$ cat src/rtl/classroom_game_fsm.sv
// classroom_game_fsm
//   Round controller for the classroom game. It synchronizes the player and
//   switch inputs and derives a frame tick from the display controller's
//   vSync. It then runs the countdown timer, task scoring at the door, the
//   caught-standing penalty, lives, and win/lose resolution.
//
// Ports
//   ClkPort            in   system clock (display-controller clock)
//   Reset              in   asynchronous, active-high reset
//   vSync              in   vertical sync, active-low, ClkPort domain
//   start              in   start/restart button (async level)
//   character_in_door  in   character is inside the door region
//   character_in_seat  in   character is sitting in a target seat
//   professor          in   professor is looking up (async level)
//   task_enable_switch in   tasks enabled (async level)
//   state        [2:0] out  IDLE=0 PLAY=1 CAUGHT=2 WIN=3 LOSE=4
//   score        [7:0] out  tasks completed, saturating
//   lives        [1:0] out  remaining lives
//   seconds_left [6:0] out  countdown value
//   caught_flash       out  high while in CAUGHT
//   game_over          out  high in WIN or LOSE
//   win                out  high in WIN
module classroom_game_fsm #(
    parameter int FRAME_TICKS_PER_SEC = 60,
    parameter int ROUND_SECONDS       = 90,
    parameter int GRACE_FRAMES        = 30,
    parameter int TASK_FRAMES         = 120,
    parameter int WIN_SCORE           = 5,
    parameter int START_LIVES         = 3
) (
    input  logic       ClkPort,
    input  logic       Reset,
    input  logic       vSync,
    input  logic       start,
    input  logic       character_in_door,
    input  logic       character_in_seat,
    input  logic       professor,
    input  logic       task_enable_switch,
    output logic [2:0] state,
    output logic [7:0] score,
    output logic [1:0] lives,
    output logic [6:0] seconds_left,
    output logic       caught_flash,
    output logic       game_over,
    output logic       win
);

    localparam logic [15:0] LP_FPS   = 16'(FRAME_TICKS_PER_SEC);
    localparam logic [15:0] LP_GRACE = 16'(GRACE_FRAMES);
    localparam logic [15:0] LP_TASK  = 16'(TASK_FRAMES);
    localparam logic [6:0]  LP_ROUND = 7'(ROUND_SECONDS);
    localparam logic [7:0]  LP_WIN   = 8'(WIN_SCORE);
    localparam logic [1:0]  LP_LIVES = 2'(START_LIVES);

    typedef enum logic [2:0] {
        ST_IDLE   = 3'd0,
        ST_PLAY   = 3'd1,
        ST_CAUGHT = 3'd2,
        ST_WIN    = 3'd3,
        ST_LOSE   = 3'd4
    } state_t;

    // ------------------------------------------------------------------
    // Input synchronizers: bit 0 start, 1 door, 2 seat, 3 professor,
    // 4 task enable.
    // ------------------------------------------------------------------
    logic [4:0] r_sync1;
    logic [4:0] r_sync2;
    logic       w_start_s;
    logic       w_in_door;
    logic       w_in_seat;
    logic       w_prof;
    logic       w_task_en;

    assign w_start_s = r_sync2[0];
    assign w_in_door = r_sync2[1];
    assign w_in_seat = r_sync2[2];
    assign w_prof    = r_sync2[3];
    assign w_task_en = r_sync2[4];

    always_ff @(posedge ClkPort or posedge Reset) begin
        if (Reset) begin
            r_sync1 <= '0;
            r_sync2 <= '0;
        end else begin
            r_sync1 <= {task_enable_switch, professor, character_in_seat,
                        character_in_door, start};
            r_sync2 <= r_sync1;
        end
    end

    // ------------------------------------------------------------------
    // Start edge and frame tick. The vSync history resets high (its idle
    // level) so releasing reset never produces a spurious frame tick.
    // ------------------------------------------------------------------
    logic r_start_prev;
    logic r_start_edge;
    logic r_vsync_q;
    logic r_vsync_qq;
    logic r_frame_tick;

    always_ff @(posedge ClkPort or posedge Reset) begin
        if (Reset) begin
            r_start_prev <= 1'b0;
            r_start_edge <= 1'b0;
            r_vsync_q    <= 1'b1;
            r_vsync_qq   <= 1'b1;
            r_frame_tick <= 1'b0;
        end else begin
            r_start_prev <= w_start_s;
            r_start_edge <= w_start_s & ~r_start_prev;
            r_vsync_q    <= vSync;
            r_vsync_qq   <= r_vsync_q;
            r_frame_tick <= r_vsync_q & ~r_vsync_qq;
        end
    end

    // ------------------------------------------------------------------
    // Game state
    // ------------------------------------------------------------------
    state_t      r_state;
    state_t      w_state_next;
    logic [7:0]  r_score;
    logic [7:0]  w_score_next;
    logic [1:0]  r_lives;
    logic [1:0]  w_lives_next;
    logic [6:0]  r_secs;
    logic [6:0]  w_secs_next;
    logic [15:0] r_sec_cnt;
    logic [15:0] w_sec_cnt_next;
    logic [15:0] r_door_cnt;
    logic [15:0] w_door_next;
    logic [15:0] r_grace_cnt;
    logic [15:0] w_grace_next;
    logic [15:0] r_flash_cnt;
    logic [15:0] w_flash_next;
    logic        r_task_armed;
    logic        w_armed_next;
    logic        w_task_done;
    logic        w_caught;
    logic        w_reinit;
    logic        r_caught_flash;
    logic        r_game_over;
    logic        r_win;

    always_comb begin
        w_state_next   = r_state;
        w_score_next   = r_score;
        w_lives_next   = r_lives;
        w_secs_next    = r_secs;
        w_sec_cnt_next = r_sec_cnt;
        w_door_next    = r_door_cnt;
        w_grace_next   = r_grace_cnt;
        w_flash_next   = r_flash_cnt;
        w_armed_next   = r_task_armed;
        w_task_done    = 1'b0;
        w_caught       = 1'b0;
        w_reinit       = 1'b0;

        case (r_state)
            ST_IDLE: begin
                w_reinit = 1'b1;
                if (r_start_edge) begin
                    w_state_next = ST_PLAY;
                end
            end

            ST_PLAY: begin
                if (r_frame_tick) begin
                    // Countdown timer
                    if (r_sec_cnt == LP_FPS - 16'd1) begin
                        w_sec_cnt_next = '0;
                        if (r_secs != '0) begin
                            w_secs_next = r_secs - 7'd1;
                        end
                    end else begin
                        w_sec_cnt_next = r_sec_cnt + 16'd1;
                    end

                    // Task at the door; also covers the disabled and
                    // just-completed (disarmed) cases, which hold door_cnt at 0.
                    if (w_task_en && r_task_armed && w_in_door) begin
                        if (r_door_cnt + 16'd1 == LP_TASK) begin
                            w_task_done  = 1'b1;
                            w_door_next  = '0;
                            w_armed_next = 1'b0;
                        end else begin
                            w_door_next = r_door_cnt + 16'd1;
                        end
                    end else begin
                        w_door_next = '0;
                    end
                    if (!r_task_armed && !w_in_door) begin
                        w_armed_next = 1'b1;
                    end

                    // Caught standing while the professor looks up
                    if (w_prof && !w_in_seat) begin
                        if (r_grace_cnt + 16'd1 == LP_GRACE) begin
                            w_caught = 1'b1;
                        end else begin
                            w_grace_next = r_grace_cnt + 16'd1;
                        end
                    end else begin
                        w_grace_next = '0;
                    end

                    // A caught event overrides expiry and drops any task
                    // completion from the same tick; the timer still advances.
                    if (w_caught) begin
                        w_lives_next = r_lives - 2'd1;
                        w_state_next = ST_CAUGHT;
                        w_grace_next = '0;
                        w_flash_next = '0;
                        w_door_next  = '0;
                        w_armed_next = r_task_armed;
                    end else begin
                        if (w_task_done && r_score != 8'hFF) begin
                            w_score_next = r_score + 8'd1;
                        end
                        if (w_secs_next == '0) begin
                            w_state_next = (w_score_next >= LP_WIN) ? ST_WIN : ST_LOSE;
                        end
                    end
                end
            end

            ST_CAUGHT: begin
                if (r_frame_tick) begin
                    if (r_flash_cnt + 16'd1 == LP_FPS) begin
                        w_flash_next = '0;
                        w_door_next  = '0;
                        w_grace_next = '0;
                        w_state_next = (r_lives == '0) ? ST_LOSE : ST_PLAY;
                    end else begin
                        w_flash_next = r_flash_cnt + 16'd1;
                    end
                end
            end

            ST_WIN, ST_LOSE: begin
                if (r_start_edge) begin
                    w_reinit     = 1'b1;
                    w_state_next = ST_IDLE;
                end
            end

            default: begin
                w_state_next = ST_IDLE;
            end
        endcase

        if (w_reinit) begin
            w_score_next   = '0;
            w_lives_next   = LP_LIVES;
            w_secs_next    = LP_ROUND;
            w_sec_cnt_next = '0;
            w_door_next    = '0;
            w_grace_next   = '0;
            w_flash_next   = '0;
            w_armed_next   = 1'b1;
        end
    end

    always_ff @(posedge ClkPort or posedge Reset) begin
        if (Reset) begin
            r_state        <= ST_IDLE;
            r_score        <= '0;
            r_lives        <= LP_LIVES;
            r_secs         <= LP_ROUND;
            r_sec_cnt      <= '0;
            r_door_cnt     <= '0;
            r_grace_cnt    <= '0;
            r_flash_cnt    <= '0;
            r_task_armed   <= 1'b1;
            r_caught_flash <= 1'b0;
            r_game_over    <= 1'b0;
            r_win          <= 1'b0;
        end else begin
            r_state        <= w_state_next;
            r_score        <= w_score_next;
            r_lives        <= w_lives_next;
            r_secs         <= w_secs_next;
            r_sec_cnt      <= w_sec_cnt_next;
            r_door_cnt     <= w_door_next;
            r_grace_cnt    <= w_grace_next;
            r_flash_cnt    <= w_flash_next;
            r_task_armed   <= w_armed_next;
            r_caught_flash <= (w_state_next == ST_CAUGHT);
            r_game_over    <= (w_state_next == ST_WIN) || (w_state_next == ST_LOSE);
            r_win          <= (w_state_next == ST_WIN);
        end
    end

    assign state        = r_state;
    assign score        = r_score;
    assign lives        = r_lives;
    assign seconds_left = r_secs;
    assign caught_flash = r_caught_flash;
    assign game_over    = r_game_over;
    assign win          = r_win;

endmodule

$ cat config.mk
export PLATFORM = sky130hd
export DESIGN_NAME = classroom_game_fsm
export DESIGN_NICKNAME = d
export VERILOG_FILES = /design/src/rtl/classroom_game_fsm.sv
export SDC_FILE = /design/constraint.sdc
export NUM_CORES = 1
export LEC_CHECK = 0
export ABC_AREA = 1
export CAP_MARGIN = 10
export CORE_AREA = 4 4 116 118
export CTS_BUF_LIST = sky130_fd_sc_hd__clkbuf_4 sky130_fd_sc_hd__clkbuf_8 sky130_fd_sc_hd__clkbuf_16
export DETAILED_ROUTE_END_ITERATION = 10
export DIE_AREA = 0 0 120 122
export MAX_ROUTING_LAYER = met4
export PLACE_DENSITY = 0.65
export SYNTH_ARGS = -nofsm -noshare
export SYNTH_HDL_FRONTEND = slang
export SYNTH_SLANG_ARGS = --single-unit
export TNS_END_PERCENT = 5
$ cat constraint.sdc
create_clock -name ClkPort -period 3.9 [get_ports ClkPort]
set_input_delay 0.39 -clock ClkPort [delete_from_list [all_inputs] [get_ports ClkPort]]
set_output_delay 0.39 -clock ClkPort [all_outputs]
set_load 0.03 [all_outputs]
==> metrics.md <==
| Metric | Value |
|---|---|
| Reg2reg path depth | `17` |
| Commonest cells after routing, fill and taps aside | `177 x nand2_1, 114 x inv_1, 94 x dfrtp_1` |
| Outcome | `finished clean` |
| Initial core utilization | `~48%` |
| Gr ovfl total | `0` |
| Switching share of total power | `36.2%` |
| Max_slew headroom | `around 28%` |
| Reg area | `roughly 0.0026 sq mm` |
| R2R Path Start | `r_flash_cnt[0]` |
| Avg WL per Cell | `approximately 13 microns` |
| Startpoint Class | `register` |
| Post-route ant nets | `0` |
| Worst Max-Slew Pin Slew | `between 1000 and 1500 ps` |
| Min-Delay Path Depth | `0` |
| I/O Buffers | `30` |
| Commonest non-fill, non-tap cell in the layout | `nand2_1` |
| Reg2reg end | `r_door_cnt[1]` |
| Die Y | `122 microns` |
| Clk buf depth | `2` |
| Hpwl dp | `about 9400 microns` |
| Post-synthesis area per instance | `a little under 8 sq um` |
| Core Util, Final | `roughly 54%` |
| Synthesized netlist cell count | `around 760` |
| Combinational power share | `27.3%` |
| Setup Skew | `9.74 ps` |
| Critical Path AT | `approximately 3500 ps` |
| GRT Overall Usage | `between 15 and 20%` |
| Core area | `roughly 0.012 sq mm` |
| Synth unique cells | `46` |
| CTS tree | `built` |
| DR iter-0 viols | `349` |
| Hold-critical path endpoint | `r_sync2[2]` |
| CTS resizes | `0` |
| Clk pwr share | `roughly 32%` |
| Layout fillers | `approximately 1200` |
| Top_reg_cell synth | `dfrtp_1` |
| R2R Setup Slk | `680 ps` |
| Share of synthesized registers carrying an async set or reset | `100%` |
| Int Pwr | `0.00188 W` |
| # hold bufs at CTS | `0` |
| Flops & latches, synth | `about 100` |
| Crit share post-route | `between 80 and 90%` |
| Setup TNS | `0 ps` |
| Max Cap Viol | `0` |
| Final hold vios | `0` |
| Worst EP required | `between 4000 and 5000 ps` |
| Number of global-route vias before repair | `5000` |
| EDFF count, synth | `0` |
| Die Wd | `120 microns` |
| Post-CTS setup buffer count | `0` |
| Max Clock Freq | `0.310 GHz` |
| Fin. max-slew vios | `0` |
| RePlAce Congestion | `~0.9` |
| Nets | `810` |
| I/O pin count | `31` |
| Rows | `a little over 40` |
| Total number of yosys warnings | `0` |
| CTS Root Cell | `clkbuf_16` |
| NetSw | `around 0.0011 W` |
| Via density per instance | `about 5.3` |
| Crit. End Element | `register` |
| Tmin final | `between 3000 and 4000 ps` |
| DR DRC count | `0` |
| Synth Cell Area | `0.00596 sq mm` |
| CP Max Fanout | `14` |
| Pwr/cell area | `between 400 and 500 mW/mm^2` |
| Area of the multi-input gates | `0.00286 sq mm` |
| DR vias | `roughly 5100` |
| Skew-Pair Late Insertion Delay | `360 ps` |
| Worst vdd ir | `between 0.0002 and 0.00025 V` |
| Layout cell share with drive strength beyond 1 | `a little over a tenth` |
| Initial antenna violation count | `0` |
| Leakage | `a little over 3 nW` |
| Full die area | `around 0.015 sq mm` |
| RSZ-0062 raised after global routing | `false` |
| Hold Path Origin | `r_sync1[2]` |
| H-tree levels | `3` |
| # diodes | `0` |
| Critical path type | `register to register` |
| Hold Crit Class | `register to register` |
| Area delta synth->final | `13.6%` |
| Reg power frac | `about two fifths` |
| Largest net degree at the start of global routing | `a little under 90` |
| Post-synthesis sequential area ratio | `between 40% and 50%` |
| DRT Pass-1 Iters | `5` |
| TritonCTS buffer count | `9` |
| Clk sinks | `slightly above 100` |
| Syn_nets | `around 770` |
| DRT Wirelength | `about 13000 microns` |
| Final setup viols | `0` |
| Clock-pin slew on the worst setup and hold paths | `70 ps` |
| First-pass GRT wire length | `22700 microns` |
## how the worst max path moves through the flow
stage	start	endpoint	slack, ps	cells past startpoint
5_1_grt	r_flash_cnt[0]	r_door_cnt[1]	340	17
6_report	r_flash_cnt[0]	r_door_cnt[1]	680	17
2_1_floorplan	Reset	caught_flash	820	1
3_3_place_gp	r_flash_cnt[0]	r_door_cnt[0]	880	17
4_1_cts	r_flash_cnt[0]	r_door_cnt[1]	740	17
3_5_place_dp	r_flash_cnt[0]	r_door_cnt[1]	760	17
## metrics by stage
step           cells  hold WS [ps]  setup slack [ps]  area, sq um  power (W)
3_5_place_dp     954           338               760         6450    0.00202
2_1_floorplan    755           331               821         5960    0.00180
5_1_grt          970           354               338         6770    0.00311
6_report         970           351               679         6770    0.00294
4_1_cts          970           352               742         6770    0.00298
3_3_place_gp     954           333               883         6450    0.00201
## flip-flops by register name (all words and copies together) (netlist names), 3 cells and up
signal / cells
r_door_cnt: 16
r_flash_cnt: 16
r_grace_cnt: 16
r_sec_cnt: 16
score: 8
seconds_left: 7
r_sync1: 5
r_sync2: 5
state: 3
## critical path, stage by stage, from the launching register on
cell and delay, ps:
dfrtp_1 400, ha_1 210, nand2_1 90, nor2_2 110
nand2_1 110, nor3_2 170, nand3_1 160, nor3_1 220
xor2_1 120, a21oi_1 140, nand3_1 90, nor2_1 120
nand2_1 100, nand2_2 130, nand2_4 110, nor2_2 150
nand3_2 380, o21ai_0 310
## cell families (layout without fill, tap and decap cells)
family,count (synthesis),after routing,synth area share (%)
buf+inv,130,173,8.45
flops,103,103,43.5
simple gates,374,374,29.8
compound gates,108,108,11.8
fa+ha+maj,9,9,1.89
xor+xnor,31,31,4.56
## power groups by stage
stage / Clock [W] / Combinational, W / Sequential (W)
finish: 0.000943 / 0.000803 / 0.00120
global route: 0.00101 / 0.000894 / 0.00121
global placement: 0 / 0.000792 / 0.00121
floorplan: 0 / 0.000537 / 0.00126
detailed placement: 0 / 0.000804 / 0.00122
CTS: 0.000972 / 0.000806 / 0.00120
## Yosys cell counts (4+ instances only)
| master | count | area [sq um] |
|---|---|---|
| nor2_1 | 73 | 274 |
| xor2_1 | 28 | 245 |
| nand2_2 | 10 | 62.6 |
| o21ai_1 | 8 | 40.0 |
| dfstp_2 | 9 | 236 |
| o21a_1 | 4 | 30.0 |
| nor2_4 | 6 | 67.6 |
| o21ai_0 | 28 | 140 |
| nand3_2 | 4 | 40.0 |
| nor2_2 | 6 | 37.5 |
| nand2_1 | 177 | 664 |
| nor3_2 | 4 | 40.0 |
| a22oi_1 | 4 | 30.0 |
| o22ai_2 | 10 | 125 |
| nand3_1 | 39 | 195 |
| inv_1 | 115 | 432 |
| inv_2 | 7 | 26.3 |
| ha_1 | 9 | 113 |
| nor3_1 | 16 | 80.1 |
| a21oi_1 | 19 | 95.1 |
| nand4_1 | 27 | 169 |
| dfrtp_1 | 94 | 2350 |
| o22ai_1 | 23 | 144 |
## area by class of cell
cell class,instances,area share [%]
Clock buffer,12,3.85
Timing Repair Buffer,32,4.66
Tap cell,172,3.18
Inverter,125,6.97
Sequential cell,103,38.3
Clock inverter,4,0.758
Multi-Input combinational cell,522,42.3
## metal layers
| layer | track usage [%] | up-vias | share of wire (%) |
|---|---|---|---|
| met4 | 8.16 | 0 | 2.0 |
| li1 | - | 2546 | - |
| met3 | 2.69 | 19 | 3.6 |
| met1 | 25.5 | 2440 | 48 |
| met5 | - | - | 0 |
| met2 | 30.5 | 115 | 46 |
Power figures use the tool's default switching activity.
